## config.mk

```make
export PLATFORM = sky130hd
export DESIGN_NAME = tc_line_fill
export DESIGN_NICKNAME = d
export VERILOG_FILES = /design/src/rtl/tc_line_fill.sv
export SDC_FILE = /design/constraint.sdc
export NUM_CORES = 1
export LEC_CHECK = 0
export CAP_MARGIN = 10
export CELL_PAD_IN_SITES_DETAIL_PLACEMENT = 1
export CELL_PAD_IN_SITES_GLOBAL_PLACEMENT = 2
export CORE_UTILIZATION = 21
export CTS_BUF_LIST = sky130_fd_sc_hd__clkbuf_16
export DETAILED_ROUTE_END_ITERATION = 8
export PLACE_DENSITY = 0.95
export SLEW_MARGIN = 20
export SYNTH_ARGS = -nofsm -noshare
export SYNTH_HDL_FRONTEND = slang
export SYNTH_SLANG_ARGS = --single-unit
```

## constraint.sdc

```tcl
create_clock -name core_clock_i -period 4.1 [get_ports core_clock_i]
set_input_delay 0.615 -clock core_clock_i [delete_from_list [all_inputs] [get_ports core_clock_i]]
set_output_delay 0.615 -clock core_clock_i [all_outputs]
set_load 0.01 [all_outputs]
```

## src/rtl/tc_line_fill.sv

```systemverilog
// Texture-cache line refill: one miss at a time, burst read, 1-cycle registered RAM writes, tag commit.
// Build option TC_FILL_CRITICAL_FIRST_EN: burst starts at the critical word and wraps.
module tc_line_fill #(
  parameter int LINE_WORDS = 16,
  parameter int RAM_WORDS  = 512,
  parameter int ADDR_W     = 32
) (
  input  logic                                         core_clock_i,
  input  logic                                         core_reset_i,
  input  logic                                         miss_valid_i,
  output logic                                         miss_ready_o,
  input  logic [ADDR_W-1:0]                            miss_addr_i,
  input  logic [$clog2(RAM_WORDS/LINE_WORDS)-1:0]      miss_line_i,
  output logic                                         mem_req_o,
  output logic [ADDR_W-1:0]                            mem_addr_o,
  input  logic                                         mem_ack_i,
  input  logic                                         mem_rvalid_i,
  input  logic [31:0]                                  mem_rdata_i,
  output logic [3:0]                                   ram_wr_en_o,
  output logic [$clog2(RAM_WORDS)-1:0]                 ram_wr_addr_o,
  output logic [31:0]                                  ram_wr_data_o,
  output logic                                         tag_inv_o,
  output logic                                         tag_wr_o,
  output logic [$clog2(RAM_WORDS/LINE_WORDS)-1:0]      tag_line_o,
  output logic [ADDR_W-$clog2(RAM_WORDS)-3:0]          tag_value_o,
  output logic                                         crit_valid_o,
  output logic [31:0]                                  crit_data_o,
  output logic                                         fill_busy_o
);
  localparam int WW  = $clog2(LINE_WORDS);
  localparam int LW  = $clog2(RAM_WORDS/LINE_WORDS);
  localparam int RW  = $clog2(RAM_WORDS);
  localparam int TW  = ADDR_W - RW - 2;
  localparam int OFF = WW + 2;

  typedef enum logic [1:0] {IDLE, REQ, FILL, COMMIT} state_t;
  state_t state_q, state_d;

  logic [LW-1:0]     line_q;
  logic [TW-1:0]     tag_q;
  logic [WW-1:0]     cw_q, sw_q, beat_q, word;
  logic [ADDR_W-1:0] addr_q, addr_in;
  logic [WW-1:0]     cw_in, sw_in;
  logic              tag_inv_q, wr_en_q, crit_q;
  logic [RW-1:0]     wr_addr_q;
  logic [31:0]       wr_data_q;
  logic              accept, beat_fire, last_beat;
  logic              unused_addr_lsb;

  assign unused_addr_lsb = ^miss_addr_i[1:0];
  assign cw_in = miss_addr_i[OFF-1:2];

`ifdef TC_FILL_CRITICAL_FIRST_EN
  assign addr_in = {miss_addr_i[ADDR_W-1:2], 2'b00};
  assign sw_in   = cw_in;
`else
  assign addr_in = {miss_addr_i[ADDR_W-1:OFF], {OFF{1'b0}}};
  assign sw_in   = '0;
`endif

  assign accept    = (state_q == IDLE) && miss_valid_i;
  assign beat_fire = (state_q == FILL) && mem_rvalid_i;
  assign last_beat = beat_q == WW'(LINE_WORDS - 1);
  // Beat counter is line-sized, so the wrap to word 0 is free.
  assign word      = sw_q + beat_q;

  always_comb begin
    state_d      = state_q;
    miss_ready_o = 1'b0;
    mem_req_o    = 1'b0;
    tag_wr_o     = 1'b0;
    fill_busy_o  = 1'b1;
    case (state_q)
      IDLE: begin
        miss_ready_o = !core_reset_i;
        fill_busy_o  = 1'b0;
        if (miss_valid_i) state_d = REQ;
      end
      REQ: begin
        mem_req_o = 1'b1;
        if (mem_ack_i) state_d = FILL;
      end
      FILL:    if (beat_fire && last_beat) state_d = COMMIT;
      COMMIT: begin
        tag_wr_o = 1'b1;
        state_d  = IDLE;
      end
      default: state_d = IDLE;
    endcase
  end

  always_ff @(posedge core_clock_i) begin
    if (core_reset_i) begin
      state_q   <= IDLE;
      line_q    <= '0;
      tag_q     <= '0;
      cw_q      <= '0;
      sw_q      <= '0;
      beat_q    <= '0;
      addr_q    <= '0;
      tag_inv_q <= 1'b0;
      wr_en_q   <= 1'b0;
      wr_addr_q <= '0;
      wr_data_q <= '0;
      crit_q    <= 1'b0;
    end else begin
      state_q   <= state_d;
      tag_inv_q <= accept;
      if (accept) begin
        line_q <= miss_line_i;
        tag_q  <= miss_addr_i[ADDR_W-1:RW+2];
        cw_q   <= cw_in;
        sw_q   <= sw_in;
        addr_q <= addr_in;
      end
      if (state_q == REQ && mem_ack_i) beat_q <= '0;
      else if (beat_fire)              beat_q <= beat_q + WW'(1);
      // Write stage: RAM write and critical-word forward share one register.
      wr_en_q <= beat_fire;
      crit_q  <= beat_fire && (word == cw_q);
      if (beat_fire) begin
        wr_addr_q <= {line_q, word};
        wr_data_q <= mem_rdata_i;
      end
    end
  end

  assign mem_addr_o    = addr_q;
  assign ram_wr_en_o   = {4{wr_en_q}};
  assign ram_wr_addr_o = wr_addr_q;
  assign ram_wr_data_o = wr_data_q;
  assign tag_inv_o     = tag_inv_q;
  assign tag_line_o    = line_q;
  assign tag_value_o   = tag_q;
  assign crit_valid_o  = crit_q;
  assign crit_data_o   = wr_data_q;
endmodule
```

Word-level counts from Yosys, hierarchy flattened. Index checks and enable logic that the tools add are counted.

Register bits: 106. Input bits: 74. Output and inout bits: 141. Word-level logic and storage cells: 37.

Add/sub/neg operators: 1. Equality and inequality tests: 8. Multiplexer cells: 8. Reductions and logical operators: 9.

Operators by type and width (count): 2-bit one-hot mux with 4 select lines (1); 2-bit 2-to-1 mux (3); 1-bit logical AND (5); 4-bit by 1-bit adder with 4-bit output (second input constant) (1); 2-bit equality test (second input constant) (2); 4-bit equality test (1); 4-bit equality test (second input constant) (1); 1-bit 2-to-1 mux (4); 2-bit inequality test (second input constant) (2); 3-bit AND reduction (1); 2-bit by 1-bit equality test with 1-bit output (second input constant) (1); 2-bit zero test (1); 2-bit by 1-bit inequality test with 1-bit output (second input constant) (1); 2-bit OR reduction (1); 1-bit zero test (1).

Longest topological paths before layout.
Depth in word-level cells: 5. Gate-level depth with buffers: 7. Gate-level depth less buffers: 5.

Least setup slack after synthesis. OpenSTA, ideal clock, no wires.

Path type: input -> output. Start point: input core_reset_i. End point: output miss_ready_o. Arrival time: 1161 ps. Required time: 3485 ps. Setup slack: 2324 ps. Cell stages on the path: 3. Buffers on the path: 2. Path through: buf_2 -> clkbuf_1 -> nor2_1.

Cells in the longest elaborated chain, start to end: 2.

Ends and longest elaborated chain: from (decl) (line 9) `input logic core_reset_i,`; 1-bit zero test (line 75) `miss_ready_o = !core_reset_i;`; 1-bit 2-to-1 mux (line 73) `case (state_q)`; to (decl) (line 11) `output logic miss_ready_o,`.

No other way between the ends.

Worst setup path in the final report.
Start point: register state_q[0]. End point: output miss_ready_o.

Cells in the longest elaborated chain, start to end: 2.

Ends and longest elaborated chain: from (decl) (line 37) `state_t state_q, state_d;`; from (signal assigned) (line 107) `state_q <= state_d;`; 2-bit zero test (line 73); 1-bit 2-to-1 mux (line 73).

No other way between the ends.

==> flow_results.org <==
** STA
- Measured slew at the worst slew-check pin :: roughly 900 ps
- Hold violation total from the final report :: 0
- Measured against its own limit, the worst slew margin works out to 39.88%.
- Setup TNS :: 0 ps
- Time the final worst path needs with I/O delays and setup :: 2458 ps
- Worst Skew :: just under 7 ps
- Ratio of final minimum period to clock period :: between 50% and 60%
- Derived from the worst setup path, the maximum achievable clock frequency is 406.8 MHz.
- Setup violations, final :: 0
- Setup repair after global routing missed its margin :: false
- Number of max-slew violations in the final report :: 0

** Clock network
- CTS tree :: done
- At the later pin of the worst-skew pair, clock insertion delay measures 330 ps.
- Clock Tree Buf Depth :: 2
- In this run, post-CTS repair resized a total of 0 instances.
- Number of clock sinks :: 85
- H-tree lvl count :: 3
- For this design, the CTS-stage hold fixing added 0 buffers.
- Number of buffers added for setup after CTS :: 0
- Clock-pin slew of the registers on the worst-case setup and hold paths :: around 60 ps
- Root Driver :: clkbuf_16
- Counting the buffers created by CTS gives 9.

** Synth
- Post-synthesis cell count :: 445
- Post-synthesis cell type count :: 28
- Area contributors post-synth :: dfxtp_1 48%, nand2_1 16%, buf_4 14%, a21oi_1 11%, ha_1 1.8%
- Most area-hungry cell type in the Yosys netlist :: dfxtp_1
- Yosys warning count :: 0
- Synthesis inferred between 80 and 90 register bits.
- Asr flop ratio synth :: 0%
- Ys flop type :: dfxtp_1
- Number of enable-type register cells in the synthesized netlist :: 0
- Post-synthesis area per instance :: 7.971 um^2
- The top cell type by area accounts for a little under half of the synthesized area.
- Sequential elements use between 40% and 50% of the synthesized area.
- Post-synthesis cell area :: around 3500 um^2

** Floorplanning
- Row count :: 47
- From bottom edge to top edge, the die measures 132.0 um.
- Area of the core :: ~17000 um^2
- Initial Utilization :: ~21%
- Die Footprint :: approximately 17000 um^2
- Horizontal die dimension :: ~130 um
- Pin placement for this block handled approximately 220 I/O pins.

** Critical path
- Crit Path Class :: reg -> out
- In this run the worst path has a maximum fanout of 5.
- The worst setup path is captured at an output port.
- STA classifies the critical path startpoint as a register.
- Data required time of the critical path :: 3480 ps
- Data arrival at the endpoint of the critical path :: about 1800 ps

** Run status
- The run finished with clean final reports.

** Global route
- The first global-routing pass estimated 18280 um of wire.
- All-Layer GR Usage :: 13.53%
- The total overflow left after global routing is 0.
- Via count of the first global-routing pass :: 3489
- The number of antenna violations at the first check in global routing came to 0.
- Maximum number of pins on one net before global-route repair :: 83

** Routing
- Via-to-Cell Ratio :: 4.128
- Starting DRC count in detailed routing :: 80
- The detailed router placed around 3300 vias in this run.
- Dividing the detail-routed wire length by the instance count gives about 14 um.
- The count of nets left with antenna violations once routing finished came out at 0.
- 1st-pass router iterations :: 4
- Total routed wirelength :: around 12000 um
- Post-detailed-route DRC marker count :: 0

** Finish
- Number of fill cells :: 1906
- Final nets :: ~660
- Share of post-route cells with drive strength above 1 :: under 10%
- The library cells used most frequently in the layout, excluding fill and tap cells, are 205 x clkdlybuf4s50_1, 155 x nand2_1, 85 x dfxtp_1, 78 x a21oi_1, 9 x clkbuf_16.
- The library cell used most frequently in the layout, excluding fill and tap cells, is clkdlybuf4s50_1.
- Final core utilization :: about a third
- The number of antenna diodes in the final layout is 0.
- Relative to the synthesized area, the layout overhead comes to 57.39%.

** Power and ir drop
- Largest vdd supply drop :: between 150 and 200 uV
- Summed over all cells, the static leakage comes to ~2.0 nW.
- Power density normalized to cell area :: just under 500 nW/um^2

** Place
- The congestion estimate from routability-driven global placement came to between 0.8 and 0.9.
- HPWL Detailed :: a little over 8000 um
- Port buffering added just over 200 buffers.

** Run
- Maximum capacitance violations :: 0

** Worst hold path
- The path class of the tightest hold or removal check is reg -> reg.
cells in the mapped netlist (all sizes together), types with 2 or more instances:
cell and number:
nand2b 2, a21oi 78, clkbuf 11, nand3 2, nor3 3, nand2 156
nor2 4, ha 5, xnor2 2, buf 77, xor2 4, and2 2
dfxtp 85, inv 4
routing by layer:
| layer | part of all wire, % | GRT usage, % | up-vias |
|---|---|---|---|
| met1 | 41 | 14.71 | 1525 |
| met5 | 0 | 0 | - |
| met4 | 1.3 | 5.620 | 0 |
| met3 | 9.8 | 5.075 | 9 |
| met2 | 48 | 23.57 | 169 |
| li1 | - | - | 1624 |
stage by stage:
step | hold WS, ps | cell area, um^2 | std cells | setup WS [ps] | power, W
floorplan | 447.8 | 3566 | 450 | 2324 | 0.001564
global placement | 445.2 | 5325 | 791 | 1622 | 0.001966
detailed placement | 451.7 | 5325 | 791 | 1544 | 0.002006
CTS | 464.4 | 5583 | 806 | 1593 | 0.002763
global route | 476.0 | 5583 | 806 | 1488 | 0.002878
finish | 459.2 | 5583 | 806 | 1642 | 0.002702
report_power, final:
group          switching (W)  internal [W]  total, W
clock               0.000331      0.000402  0.000733
sequential         0.0000892      0.000940   0.00103
combinational       0.000464      0.000476  0.000940
total               0.000884       0.00182   0.00270
worst paths after layout:
kind	depth (start not counted)	endpoint	slack, ps	from
max	5	miss_ready_o	1640	state_q[0]$_SDFFE_PP0P_
min	2	ram_wr_addr_o[3]$_SDFFE_PP0P_	460	ram_wr_addr_o[3]$_SDFFE_PP0P_
max reg2reg	5	beat_q[3]$_SDFFE_PP0P_	2050	state_q[0]$_SDFFE_PP0P_
min reg2reg	2	ram_wr_addr_o[3]$_SDFFE_PP0P_	460	ram_wr_addr_o[3]$_SDFFE_PP0P_
cells by family (layout without fill, tap and decap cells):
logic type	Yosys count	after routing	share of synthesized area, %
mux	1	1	0.2822
fa+ha+maj	5	5	1.764
buf+inv	92	228	17.25
simple gates	173	173	19.15
xor+xnor	6	6	1.481
compound gates	82	82	11.99
flops	85	85	47.97
other cells	1	6	0.1057
registers in the layout, summed over array words and instances, names as in the netlist:
| signal | cells |
|---|---|
| crit_data_o | 32 |
| tag_value_o | 21 |
| ram_wr_addr_o | 9 |
| mem_addr_o | 5 |
| tag_line_o | 5 |
| beat_q | 4 |
| cw_q | 4 |
| state_q | 2 |
| crit_valid_o | 1 |
| tag_inv_o | 1 |
| wr_en_q | 1 |
critical path: stages (launching register included):
cell and delay, ps:
dfxtp_1 330, inv_1 120, ha_1 280, inv_1 120
nor2_1 110, clkdlybuf4s50_1 540
cell type report:
class	instances	area, um^2	share of cell area [%]
Clock buffer	9	225.2	4.034
Clock inverter	6	32.53	0.5827
Inverter	4	15.01	0.2689
Multi-Input combinational cell	273	1254	22.46
Sequential cell	85	1702	30.48
Tap cell	220	275.3	4.931
Timing Repair Buffer	209	2079	37.25
Note: power is estimated with default switching activity, not from simulation.
